`config.mk`:
```
export PLATFORM = sky130hd
export DESIGN_NAME = fifo_rr_access_ctrl_flat
export DESIGN_NICKNAME = d
export VERILOG_FILES = /design/src/rtl/fifo_rr_access_ctrl_if.sv /design/src/rtl/fifo_rr_access_ctrl.sv /design/src/flat_wrapper.sv
export SDC_FILE = /design/constraint.sdc
export NUM_CORES = 1
export LEC_CHECK = 0
export CORE_MARGIN = 10
export CORE_UTILIZATION = 31
export CTS_CLUSTER_SIZE = 8
export DETAILED_ROUTE_END_ITERATION = 16
export GPL_TIMING_DRIVEN = 1
export HOLD_SLACK_MARGIN = 0.06
export PLACE_DENSITY = 0.81
export RECOVER_POWER = 50
export REMOVE_ABC_BUFFERS = 1
export SLEW_MARGIN = 15
export SYNTH_ARGS = -nofsm -noshare
export SYNTH_HDL_FRONTEND = slang
export SYNTH_SLANG_ARGS = --single-unit
```
`constraint.sdc`:
```
create_clock -name clk -period 3.61 [get_ports clk]
set_clock_uncertainty 0.1 [all_clocks]
set_input_delay 0.722 -clock clk [delete_from_list [all_inputs] [get_ports clk]]
set_output_delay 0.722 -clock clk [all_outputs]
set_load 0.01 [all_outputs]
```
`src/rtl/fifo_rr_access_ctrl_if.sv`:
```
// Bundle between the round-robin fifo access controller, its requesters/consumer and the fifo.
// slave is the controller's view; master is the environment (requesters, consumer, fifo).
interface fifo_rr_access_ctrl_if #(
    parameter int unsigned NUM_REQ    = 4,
    parameter int unsigned DATA_WIDTH = 14,
    parameter int unsigned ID_WIDTH   = $clog2(NUM_REQ),
    parameter int unsigned FIFO_DEPTH = 16,
    parameter int unsigned OCC_WIDTH  = $clog2(FIFO_DEPTH) + 1
);
    logic [NUM_REQ-1:0]            req_valid;
    logic [NUM_REQ*DATA_WIDTH-1:0] req_data;
    logic [NUM_REQ-1:0]            req_ready;
    logic                          cons_rd_req;
    logic                          cons_rd_valid;
    logic [DATA_WIDTH-1:0]         cons_rd_data;
    logic [ID_WIDTH-1:0]           cons_rd_id;
    logic                          fifo_wr_en;
    logic [ID_WIDTH+DATA_WIDTH-1:0] fifo_data_in;
    logic                          fifo_rd_en;
    logic [ID_WIDTH+DATA_WIDTH-1:0] fifo_data_out;
    logic                          fifo_full;
    logic                          fifo_empty;
    logic [OCC_WIDTH-1:0]          occupancy;

    modport slave (
        input  req_valid, req_data, cons_rd_req, fifo_data_out, fifo_full, fifo_empty,
        output req_ready, cons_rd_valid, cons_rd_data, cons_rd_id,
        output fifo_wr_en, fifo_data_in, fifo_rd_en, occupancy
    );

    modport master (
        output req_valid, req_data, cons_rd_req, fifo_data_out, fifo_full, fifo_empty,
        input  req_ready, cons_rd_valid, cons_rd_data, cons_rd_id,
        input  fifo_wr_en, fifo_data_in, fifo_rd_en, occupancy
    );
endinterface

```
`src/rtl/fifo_rr_access_ctrl.sv`:
```
// Shares one fifo between NUM_REQ tagged writers (round-robin) and one reader, one op per cycle,
// with a shadow occupancy count covering the fifo's lagging full/empty flags.
module fifo_rr_access_ctrl #(
    parameter int unsigned NUM_REQ    = 4,
    parameter int unsigned DATA_WIDTH = 14,
    parameter int unsigned ID_WIDTH   = $clog2(NUM_REQ),
    parameter int unsigned FIFO_DEPTH = 16,
    parameter int unsigned OCC_WIDTH  = $clog2(FIFO_DEPTH) + 1
) (
    input logic                    clk,
    input logic                    rst,
    fifo_rr_access_ctrl_if.slave   bus_io
);

    typedef enum logic [1:0] {OpIdle, OpWrite, OpRead} op_e;

    op_e                   op;
    op_e                   last_op_q, last_op_d;
    logic [OCC_WIDTH-1:0]  occ_q, occ_d;
    logic [ID_WIDTH-1:0]   rr_ptr_q, rr_ptr_d;
    logic                  rd_valid_q;
    logic [ID_WIDTH-1:0]   grant;
    logic [ID_WIDTH:0]     cand;
    logic                  grant_found;
    logic                  wr_ok, rd_ok;
    logic [DATA_WIDTH-1:0] payload [NUM_REQ];

    for (genvar gi = 0; gi < NUM_REQ; gi++) begin : g_payload
        assign payload[gi] = bus_io.req_data[gi*DATA_WIDTH +: DATA_WIDTH];
    end

    // First valid requester at or after rr_ptr, wrapping modulo NUM_REQ.
    always_comb begin
        grant       = '0;
        grant_found = 1'b0;
        cand        = '0;
        for (int unsigned k = 0; k < NUM_REQ; k++) begin
            cand = {1'b0, rr_ptr_q} + (ID_WIDTH+1)'(k);
            if (cand >= (ID_WIDTH+1)'(NUM_REQ)) begin
                cand = cand - (ID_WIDTH+1)'(NUM_REQ);
            end
            if (!grant_found && bus_io.req_valid[cand[ID_WIDTH-1:0]]) begin
                grant       = cand[ID_WIDTH-1:0];
                grant_found = 1'b1;
            end
        end
    end

    // Shadow count guards the lagging flags; the flags guard a stale shadow right after reset.
    assign wr_ok = !rst && (|bus_io.req_valid) && (occ_q < OCC_WIDTH'(FIFO_DEPTH)) &&
                   !bus_io.fifo_full;
    assign rd_ok = !rst && bus_io.cons_rd_req && (occ_q != '0) && !bus_io.fifo_empty;

    always_comb begin
        op                  = OpIdle;
        last_op_d           = last_op_q;
        occ_d               = occ_q;
        rr_ptr_d            = rr_ptr_q;
        bus_io.req_ready    = '0;
        bus_io.fifo_wr_en   = 1'b0;
        bus_io.fifo_rd_en   = 1'b0;
        bus_io.fifo_data_in = {grant, payload[grant]};

        case ({wr_ok, rd_ok})
            2'b10:   op = OpWrite;
            2'b01:   op = OpRead;
            2'b11:   op = (last_op_q == OpWrite) ? OpRead : OpWrite;
            default: op = OpIdle;
        endcase

        case (op)
            OpWrite: begin
                bus_io.req_ready[grant] = 1'b1;
                bus_io.fifo_wr_en       = 1'b1;
                occ_d                   = occ_q + OCC_WIDTH'(1);
                rr_ptr_d  = (grant == ID_WIDTH'(NUM_REQ - 1)) ? '0 : grant + ID_WIDTH'(1);
                last_op_d = OpWrite;
            end
            OpRead: begin
                bus_io.fifo_rd_en = 1'b1;
                occ_d             = occ_q - OCC_WIDTH'(1);
                last_op_d         = OpRead;
            end
            default: ;
        endcase
    end

    always_ff @(posedge clk or posedge rst) begin
        if (rst) begin
            occ_q      <= '0;
            rr_ptr_q   <= '0;
            last_op_q  <= OpRead;
            rd_valid_q <= 1'b0;
        end else begin
            occ_q      <= occ_d;
            rr_ptr_q   <= rr_ptr_d;
            last_op_q  <= last_op_d;
            rd_valid_q <= (op == OpRead);
        end
    end

    // The fifo registers data_out on rd_en, so the word is present the cycle rd_valid_q is set.
    assign bus_io.cons_rd_valid                     = rd_valid_q;
    assign {bus_io.cons_rd_id, bus_io.cons_rd_data} = bus_io.fifo_data_out;
    assign bus_io.occupancy                         = occ_q;

endmodule
```
`src/flat_wrapper.sv`:
```
// flat-port wrapper written by rule: the top's interface ports become plain ports
module fifo_rr_access_ctrl_flat 
#(
    parameter int unsigned NUM_REQ    = 4,
    parameter int unsigned DATA_WIDTH = 14,
    parameter int unsigned ID_WIDTH   = $clog2(NUM_REQ),
    parameter int unsigned FIFO_DEPTH = 16,
    parameter int unsigned OCC_WIDTH  = $clog2(FIFO_DEPTH) + 1
)
  (clk, rst, bus_io_req_valid, bus_io_req_data, bus_io_cons_rd_req, bus_io_fifo_data_out, bus_io_fifo_full, bus_io_fifo_empty, bus_io_req_ready, bus_io_cons_rd_valid, bus_io_cons_rd_data, bus_io_cons_rd_id, bus_io_fifo_wr_en, bus_io_fifo_data_in, bus_io_fifo_rd_en, bus_io_occupancy);
  fifo_rr_access_ctrl_if #(.NUM_REQ(NUM_REQ), .DATA_WIDTH(DATA_WIDTH), .ID_WIDTH(ID_WIDTH), .FIFO_DEPTH(FIFO_DEPTH), .OCC_WIDTH(OCC_WIDTH)) bus_io_i ();
  input logic clk;
  input logic rst;
  input wire logic [$bits(bus_io_i.req_valid)-1:0] bus_io_req_valid;
  input wire logic [$bits(bus_io_i.req_data)-1:0] bus_io_req_data;
  input wire logic [$bits(bus_io_i.cons_rd_req)-1:0] bus_io_cons_rd_req;
  input wire logic [$bits(bus_io_i.fifo_data_out)-1:0] bus_io_fifo_data_out;
  input wire logic [$bits(bus_io_i.fifo_full)-1:0] bus_io_fifo_full;
  input wire logic [$bits(bus_io_i.fifo_empty)-1:0] bus_io_fifo_empty;
  output wire logic [$bits(bus_io_i.req_ready)-1:0] bus_io_req_ready;
  output wire logic [$bits(bus_io_i.cons_rd_valid)-1:0] bus_io_cons_rd_valid;
  output wire logic [$bits(bus_io_i.cons_rd_data)-1:0] bus_io_cons_rd_data;
  output wire logic [$bits(bus_io_i.cons_rd_id)-1:0] bus_io_cons_rd_id;
  output wire logic [$bits(bus_io_i.fifo_wr_en)-1:0] bus_io_fifo_wr_en;
  output wire logic [$bits(bus_io_i.fifo_data_in)-1:0] bus_io_fifo_data_in;
  output wire logic [$bits(bus_io_i.fifo_rd_en)-1:0] bus_io_fifo_rd_en;
  output wire logic [$bits(bus_io_i.occupancy)-1:0] bus_io_occupancy;
  assign bus_io_i.req_valid = bus_io_req_valid;
  assign bus_io_i.req_data = bus_io_req_data;
  assign bus_io_i.cons_rd_req = bus_io_cons_rd_req;
  assign bus_io_i.fifo_data_out = bus_io_fifo_data_out;
  assign bus_io_i.fifo_full = bus_io_fifo_full;
  assign bus_io_i.fifo_empty = bus_io_fifo_empty;
  assign bus_io_req_ready = bus_io_i.req_ready;
  assign bus_io_cons_rd_valid = bus_io_i.cons_rd_valid;
  assign bus_io_cons_rd_data = bus_io_i.cons_rd_data;
  assign bus_io_cons_rd_id = bus_io_i.cons_rd_id;
  assign bus_io_fifo_wr_en = bus_io_i.fifo_wr_en;
  assign bus_io_fifo_data_in = bus_io_i.fifo_data_in;
  assign bus_io_fifo_rd_en = bus_io_i.fifo_rd_en;
  assign bus_io_occupancy = bus_io_i.occupancy;
  fifo_rr_access_ctrl #(.NUM_REQ(NUM_REQ), .DATA_WIDTH(DATA_WIDTH), .ID_WIDTH(ID_WIDTH), .FIFO_DEPTH(FIFO_DEPTH), .OCC_WIDTH(OCC_WIDTH)) u_core (.clk(clk), .rst(rst), .bus_io(bus_io_i));
endmodule
```
# Word level (Yosys, flattened, before mapping)
# Cells that the tools add are included.
# totals
inputBits	81
register_bits	10
# classes
bitwise_logic	1
n_lt_le_gt_ge	12
mux	32
addsub	10
n_reduce_logical	19
eq_ne	7
# op_table
cell	count
binary-select mux 14 bit (select 2 bit)	1
two-way mux 14 bit	2
two-way mux 2 bit	10
less-than comparator 2 x 3 -> 1 bit, second input constant	5
>= comparator 3 bit, second input constant	4
logical AND 1 bit	10
two-way mux 1 bit	10
case mux 5 bit (2 select lines)	1
binary-select mux 1 bit (select 2 bit)	4
== test 2 bit, second input constant	4
subtractor 2 x 1 -> 2 bit, second input constant	4
adder 2 x 2 -> 3 bit, second input constant	2
== test 2 x 1 -> 1 bit, second input constant	3
logical NOT 1 bit	6
case mux 2 bit (3 select lines)	1
adder 5 x 1 -> 5 bit, second input constant	1
less-than comparator 5 bit, second input constant	1
nonzero test 5 bit	1
subtractor 5 x 1 -> 5 bit, second input constant	1
two-way mux 4 bit	1
case mux 2 bit (2 select lines)	1
OR reduction 4 bit	1
adder 2 x 1 -> 3 bit, second input constant	1
>= comparator 2 x 3 -> 1 bit, second input constant	1
5 further kinds	5

# Longest topological paths before layout
# Gate-level depths: netlist (run 1).
# logic_depth
word_depth	19
depth_mapped	12
mapped_depth_nobuf	12

# Worst setup path after synthesis (run 1)
# Ideal clock, no wire load.
# synth_path
kind	input to output
start	in bus_io_req_valid[0]
end	out bus_io_req_ready[0]
required_time_ps	2788
slack_ps	822
arrival_ps	1966
path_stages	8
path_cell_list	nor2b_1 -> a21oi_1 -> o22ai_1 -> a21oi_4 -> buf_8 -> inv_1 -> ha_1 -> and2_1
# synth_via
elab_chain_cells	17
elab_cells_between_ends	36
cone_classes	order compare (2); eq/ne (4); mux (19); reduce/logical (11)
# synth_rtl
item	line_no	source
start, declared	flat_wrapper.sv:14	input wire logic [$bits(bus_io_i.req_valid)-1:0] bus_io_req_valid;
binary-select mux 1 bit (select 2 bit)	fifo_rr_access_ctrl.sv:42	if (!grant_found && bus_io.req_valid[cand[ID_WIDTH-1:0]]) begin
two-way mux 1 bit (implied by the code)	fifo_rr_access_ctrl.sv:42	
two-way mux 1 bit	fifo_rr_access_ctrl.sv:42	
logical NOT 1 bit	fifo_rr_access_ctrl.sv:42	
logical AND 1 bit	fifo_rr_access_ctrl.sv:42	
two-way mux 1 bit	fifo_rr_access_ctrl.sv:42	
logical NOT 1 bit	fifo_rr_access_ctrl.sv:42	
logical AND 1 bit	fifo_rr_access_ctrl.sv:42	
[2 not listed]	-	
logical AND 1 bit	fifo_rr_access_ctrl.sv:42	
two-way mux 2 bit *	fifo_rr_access_ctrl.sv:42	
via bus_io_fifo_data_in[14]	flat_wrapper.sv:25	output wire logic [$bits(bus_io_i.fifo_data_in)-1:0] bus_io_fifo_data_in;
less-than comparator 2 x 3 -> 1 bit (implied by the code) or >= comparator 2 x 1 -> 1 bit (tied branches)	fifo_rr_access_ctrl.sv:73	bus_io.req_ready[grant] = 1'b1;
logical AND 1 bit (implied by the code)	fifo_rr_access_ctrl.sv:73	
two-way mux 1 bit (implied by the code)	fifo_rr_access_ctrl.sv:73	
demux 1 bit (select 2 bit) *	-	
two-way mux 4 bit *	fifo_rr_access_ctrl.sv:71	case (op)
end, declared	flat_wrapper.sv:20	output wire logic [$bits(bus_io_i.req_ready)-1:0] bus_io_req_ready;
# Mark *: on every way through the listed nets, which the timed path passes. The rest lies on a longest branch. The select of a mux whose other input is x is not followed.

# Final worst setup path (run 1)
# layout_path
start	in rst
end	out bus_io_req_ready[2]
# layout_via
elab_chain_cells	8
elab_cells_between_ends	13
cone_classes	eq/ne (4); mux (2); reduce/logical (7)
# layout_rtl
item	line_no	source
start, declared	flat_wrapper.sv:13	input logic rst;
logical NOT 1 bit *	fifo_rr_access_ctrl.sv:50, fifo_rr_access_ctrl.sv:52	
logical AND 1 bit (on tied branches) (3 in a row)	fifo_rr_access_ctrl.sv:52, fifo_rr_access_ctrl.sv:50	
== test 2 bit or == test 2 x 1 -> 1 bit (tied branches)	fifo_rr_access_ctrl.sv:64	case ({wr_ok, rd_ok})
case mux 2 bit (3 select lines) *	fifo_rr_access_ctrl.sv:64	
== test 2 x 1 -> 1 bit *	fifo_rr_access_ctrl.sv:71	
two-way mux 4 bit *	fifo_rr_access_ctrl.sv:71	
# Every way passes the cells marked *; elsewhere a longest branch is shown, timed or not.

==> results of run 1 <==
==> what timing repair did <==
item	4_1_cts	5_1_grt
gates cloned	0	0
buffers inserted	0	3
setup endpoints to repair	17	11
gates resized for setup	11	12
==> logic make-up after synthesis <==
group / synth area share [%]
muxes: 31.5
buffers and inverters: 19.2
AOI/OAI and AO/OA: 11.8
and+or+nand+nor: 6.86
adders and majority gates: 9.70
DFF: 18.4
xor gates and xnor gates: 2.56
==> report_power, final <==
| part | leakage [nW] | switching, W | internal [W] | total (W) |
|---|---|---|---|---|
| Clock | 0.0288 | 0.0000424 | 0.0000957 | 0.000138 |
| Combinational | 1.08 | 0.000386 | 0.000497 | 0.000883 |
| Sequential | 0.118 | 0.0000530 | 0.000159 | 0.000212 |
==> final timing paths <==
path                                            startpoint                         end  slack (ps)
max in group asynchronous                              rst         u_core.last_op_q[1]        2350
worst max-delay path                                   rst         bus_io_req_ready[2]         150
min in group asynchronous                              rst         u_core.last_op_q[0]         750
worst min register to register  u_core.bus_io.occupancy[0]  u_core.bus_io.occupancy[0]         420
worst max register to register  u_core.bus_io.occupancy[0]  u_core.bus_io.occupancy[4]         550
worst min-delay path            u_core.bus_io.occupancy[0]  u_core.bus_io.occupancy[0]         420
==> cell usage after synthesis (all sizes together) (3+ instances only) <==
library cell / instances / area, sq um
dfrtp: 9 / 225
mux2i: 43 / 430
nor2: 5 / 18.8
and2: 4 / 25.0
buf: 21 / 206
inv: 14 / 52.6
ha: 9 / 113
a21oi: 7 / 46.3
nand2: 3 / 11.3
a21o: 4 / 30.0
o22ai: 3 / 18.8
o21ai: 6 / 30.0
==> per-layer routing <==
metal	vias to the layer above	part of all wire [%]	track usage (%)
met4	0	1.1	3.09
met3	5	9.3	5.16
met1	583	33	11.2
met2	59	56	21.6
met5	-	0	0
li1	658	-	-
==> placed cells by master, fill, tap and decap left out, types with 4 or more instances in the layout <==
master | Yosys | final
a21o_1 | 4 | 4
a21oi_1 | 6 | 6
and2_1 | 4 | 4
buf_4 | 16 | 8
clkbuf_8 | 0 | 4
clkdlybuf4s50_1 | 0 | 68
dfrtp_1 | 9 | 9
dlygate4sd2_1 | 0 | 9
dlygate4sd3_1 | 0 | 6
dlymetal6s2s_1 | 0 | 9
ha_1 | 9 | 8
inv_1 | 14 | 14
mux2i_1 | 43 | 43
nor2_1 | 5 | 5
o21ai_0 | 5 | 4
==> sequential cells by signal (all words and copies together) (netlist names) <==
name,cells
u_core.rr_ptr_q,2
u_core.last_op_q,2
u_core.bus_io.cons_rd_valid,1
u_core.bus_io.occupancy,5
==> worst max-delay path: cells and delay by family <==
family	cells	cell delay (ps)
buffers and inverters	2	990
AO/OA/AOI/OAI	2	310
AND/OR/NAND/NOR	2	360
adder cells (fa/ha/maj)	1	270
==> per-stage QoR <==
step / TNS [ps] / setup WS [ps] / area, sq um / instances / hold slack, ps
finish: 0 / 146 / 2350 / 282 / 417
global route: 0 / 49.1 / 2350 / 282 / 446
CTS: 0 / 0.0437 / 2290 / 279 / 434
detailed placement: -205 / -43.6 / 2240 / 275 / 428
global placement: -32.1 / -21.0 / 2240 / 275 / 424
floorplan: 0 / 106 / 1160 / 123 / 416
==> cell type report <==
cell class | instances | area, sq um
Fill cell | 392 | 1980
Clock buffer | 4 | 55.1
Multi-Input combinational cell | 99 | 870
Sequential cell | 10 | 251
Timing Repair Buffer | 103 | 1050
Tap cell | 52 | 65.1
Inverter | 14 | 52.6
==> flow_metrics.env, run 1 <==
export IMPL_status="completed"
export IMPL_path_cells="clkdlybuf4s50_1 -> nor3_2 -> o41ai_1 -> o21ai_1 -> ha_2 -> and2_1 -> clkdlybuf4s50_1"
export IMPL_leakage_nw=1.23
export IMPL_whs_path_depth=1
export IMPL_cp_slowest_stage_delay_ps=530
export IMPL_holdBufCountCts=0
export IMPL_grt_antenna_before_repair=0
export IMPL_fin_total_pwr_w=0.00123
export IMPL_antenna_left=0
export IMPL_vias=1305
export IMPL_ff2ff_path_depth=13
export IMPL_cts_tree="yes"
export IMPL_postRouteWirelength_um=4550
export IMPL_period_minus_slack_ps=3460
export IMPL_powerDensity_mw_per_mm2=525
export IMPL_die_y_um=86.4
export IMPL_relSlewSlack_pct=75.0
export IMPL_clock_latency_ps=240
export IMPL_cts_max_level=1
export IMPL_synthDistinctLibCells=31
export IMPL_startpoint_type="input pin"
export IMPL_hold_viol=0
export IMPL_grt_pass1_vias=1457
export IMPL_critPathCaptureType="output pin"
export IMPL_viasPerCell=4.63
export IMPL_synth_area_per_cell_sq_um=9.43
export IMPL_die_area_sq_mm=0.00747
export IMPL_final_layout_size_suffix_gt1_share_pct=9.57
export IMPL_ioPinCount=125
export IMPL_critPathSlowestCell="clkdlybuf4s50_1"
export IMPL_fmax_mhz=289
export IMPL_gr_total_overflow=0
export IMPL_slew_viol_final=0
export IMPL_grt_max_degree=17
export IMPL_worst_setup_path_type="in2out"
export IMPL_final_core_util_pct=54.3
export IMPL_port_buffer_count=92
export IMPL_max_slew_worst_pin_slew_ps=375
export IMPL_clkSinkCount=10
export IMPL_setup_viol=0
export IMPL_syn_inst=145
export IMPL_finalCritPeriodShare_pct=96.0
export IMPL_peakVddDrop_mv=0.182
export IMPL_num_rows=24
export IMPL_yosysSeqAreaShare_pct=18.4
export IMPL_routabilityCongestion=0.759
export IMPL_rsz0062_at_grt="no"
export IMPL_syn_area_sq_mm=0.00137
export IMPL_diodes=0
export IMPL_drt_iter0_drc=15
export IMPL_grt_pass1_wl_um=7080
export IMPL_max_cap_violations=0
export IMPL_synth_seq_cells=10
export IMPL_wl_per_cell_um=16.1
export IMPL_hold_class="reg2reg"
export IMPL_area_delta_synth_final_pct=71.5
export IMPL_final_nets=322
export IMPL_clockBufferDepth=2
export IMPL_cts_made_buffers=3
export IMPL_crit_arrival_ps=2640
export IMPL_synthArstFlopShare_pct=100
export IMPL_clkTransAtPathRegs_ps=40
export IMPL_die_x_um=86.4
export IMPL_cpMostUsedCell="clkdlybuf4s50_1"
export IMPL_synth_warnings=0
export IMPL_synth_edf_count=0
export IMPL_grtUsageTotal_pct=11.6
export IMPL_required_ps=2790
export IMPL_core_sq_mm=0.00432
export IMPL_start_util_pct=31.6
export IMPL_dp_final_hpwl_um=3930
export IMPL_cts_root_buffer="clkbuf_8"
export IMPL_synth_ff_type="dfrtp_1"
export IMPL_crit_fanout=6
export IMPL_drc=0
export IMPL_drtPass1Iterations=3
Note: power is estimated with default switching activity, not from simulation.
==> inputs of run 2 (changes only) <==
--- a/constraint.sdc
+++ b/constraint.sdc
@@ -4,2 +4,2 @@
 set_output_delay 0.722 -clock clk [all_outputs]
-set_load 0.01 [all_outputs]
+set_load 0.02 [all_outputs]
==> flow_metrics.env, run 2 (same netlist as run 1, synthesis figures left out) <==
export IMPL_final_layout_size_suffix_gt1_share_pct=9.48
export IMPL_p_comb_share_pct=74.2
export IMPL_crit_fanout=6
export IMPL_critPathLaunch="rst"
export IMPL_max_cap_violations=0
export IMPL_hold_class="reg2reg"
export IMPL_hold_viol=0
export IMPL_path_delay_family="buffers and inverters"
export IMPL_largest_reg_flops=5
export IMPL_clockBufferDepth=2
export IMPL_slew_viol_final=0
export IMPL_postRouteWirelength_um=4730
export IMPL_postLayoutCellArea_sq_mm=0.00231
export IMPL_placed_area_sq_mm=0.00226
export IMPL_swShare_pct=44.2
export IMPL_routabilityCongestion=0.748
export IMPL_gr_total_overflow=0
export IMPL_dp_final_hpwl_um=4130
export IMPL_diodes=0
export IMPL_hold_slack_ps=444
export IMPL_critPathCaptureType="output pin"
export IMPL_port_buffer_count=92
export IMPL_max_slew_worst_pin_slew_ps=386
export IMPL_fmax_mhz=287
export IMPL_internal_power_w=0.000715
export IMPL_crit_arrival_ps=2660
export IMPL_crit_path_end="bus_io_req_ready[1]"
export IMPL_cts_made_buffers=3
export IMPL_required_ps=2790
export IMPL_switching_power_w=0.000566
export IMPL_die_x_um=86.4
export IMPL_ff2ff_path_depth=13
export IMPL_die_y_um=86.4
export IMPL_leakage_nw=1.17
export IMPL_pwr_share_seq_pct=16.7
export IMPL_clkPwrFrac_pct=9.1
export IMPL_cts_max_level=1
export IMPL_cts_root_buffer="clkbuf_8"
export IMPL_area_delta_synth_final_pct=68.9
export IMPL_die_area_sq_mm=0.00747
export IMPL_final_common_cell="clkdlybuf4s50_1"
export IMPL_cp_num_cells=8
export IMPL_period_minus_slack_ps=3480
export IMPL_setup_viol=0
export IMPL_drtPass1Iterations=4
export IMPL_critPathBufInv=3
export IMPL_peakVddDrop_mv=0.183
export IMPL_grt_antenna_before_repair=0
export IMPL_worst_setup_path_type="in2out"
export IMPL_clkSinkCount=10
export IMPL_rsz0062_at_grt="no"
export IMPL_holdBufCountCts=0
export IMPL_path_cells="dlygate4sd3_1 -> nor3b_1 -> o21ai_0 -> o21ai_1 -> inv_1 -> ha_2 -> and2_1 -> dlygate4sd2_1"
export IMPL_relSlewSlack_pct=74.2
export IMPL_drc=0
export IMPL_finalCritPeriodShare_pct=96.4
export IMPL_rrSetupSlack_ps=500
export IMPL_r2r_start="u_core.bus_io.occupancy[0]"
export IMPL_start_util_pct=31.6
export IMPL_clock_latency_ps=230
export IMPL_startpoint_type="input pin"
export IMPL_vias=1350
export IMPL_wl_per_cell_um=16.6
export IMPL_clkTransAtPathRegs_ps=50
export IMPL_status="completed"
export IMPL_final_cells=284
export IMPL_drt_iter0_drc=45
export IMPL_fin_tns_setup_ps=0
export IMPL_cts_tree="yes"
export IMPL_core_sq_mm=0.00432
export IMPL_viasPerCell=4.75
export IMPL_layout_common_cells="clkdlybuf4s50_1 (65), mux2i_1 (43), dlygate4sd2_1 (18), inv_1 (14), buf_4 (11)"
export IMPL_grtUsageTotal_pct=11.7
export IMPL_final_nets=324
export IMPL_fin_total_pwr_w=0.00128
export IMPL_powerDensity_mw_per_mm2=555
export IMPL_antenna_left=0
export IMPL_cp_slowest_stage_delay_ps=580
export IMPL_grt_pass1_wl_um=7090
export IMPL_critPathSlowestCell="dlygate4sd3_1"
export IMPL_worst_r2r_endpoint="u_core.bus_io.occupancy[4]"
export IMPL_ioPinCount=125
export IMPL_grt_pass1_vias=1498
export IMPL_placed_cells_incl_taps=278
export IMPL_num_rows=24
export IMPL_grt_max_degree=20
[run 2: metrics by stage]
step	setup slack (ps)	util, %
final	128	53.4
after global routing	13.1	53.4
after CTS	10.8	53.1
after detailed placement	-106	52.4
after global placement	-89.4	52.4
after floorplan	-3.23	-
[run 2: power by group through the flow]
stage,combinational [W],clock [W],sequential [W]
floorplan,0.000528,0,0.000235
finish,0.000951,0.000117,0.000214
global placement,0.000998,0,0.000212
global route,0.00104,0.000125,0.000223
detailed placement,0.00102,0,0.000215
CTS,0.000974,0.000119,0.000214
[run 2: metal layers]
metal / GRT usage [%] / part of all wire [%] / up-vias
met2: 22.0 / 55 / 64
met3: 4.97 / 8.8 / 6
met4: 3.53 / 1.1 / 0
li1: - / - / 663
met5: 0 / 0 / -
met1: 11.1 / 35 / 617
[run 2: worst min-delay path by stage]
stage / startpoint / to / slack [ps] / cells after the start
after floorplan: u_core.last_op_q[0] / u_core.last_op_q[0] / 420 / 2
after global placement: u_core.last_op_q[1] / u_core.last_op_q[1] / 420 / 1
after detailed placement: u_core.last_op_q[0] / u_core.last_op_q[0] / 440 / 2
after CTS: u_core.last_op_q[0] / u_core.last_op_q[0] / 450 / 2
after global routing: u_core.last_op_q[1] / u_core.last_op_q[1] / 470 / 1
final: u_core.last_op_q[1] / u_core.last_op_q[1] / 440 / 1
[run 2: area by class of cell]
cell class / instances / area, sq um
clock buffer: 4 / 45.0
fill: 418 / 2010
inverter: 14 / 52.6
multi-input combinational: 99 / 862
sequential: 10 / 251
tap: 52 / 65.1
timing repair buffer: 105 / 1030
[run 2: what timing repair did]
item                       4_1_cts  5_1_grt
gates resized for setup         20        3
setup endpoints to repair       20        5
pin swaps                        0        1
buffers inserted                 1        1
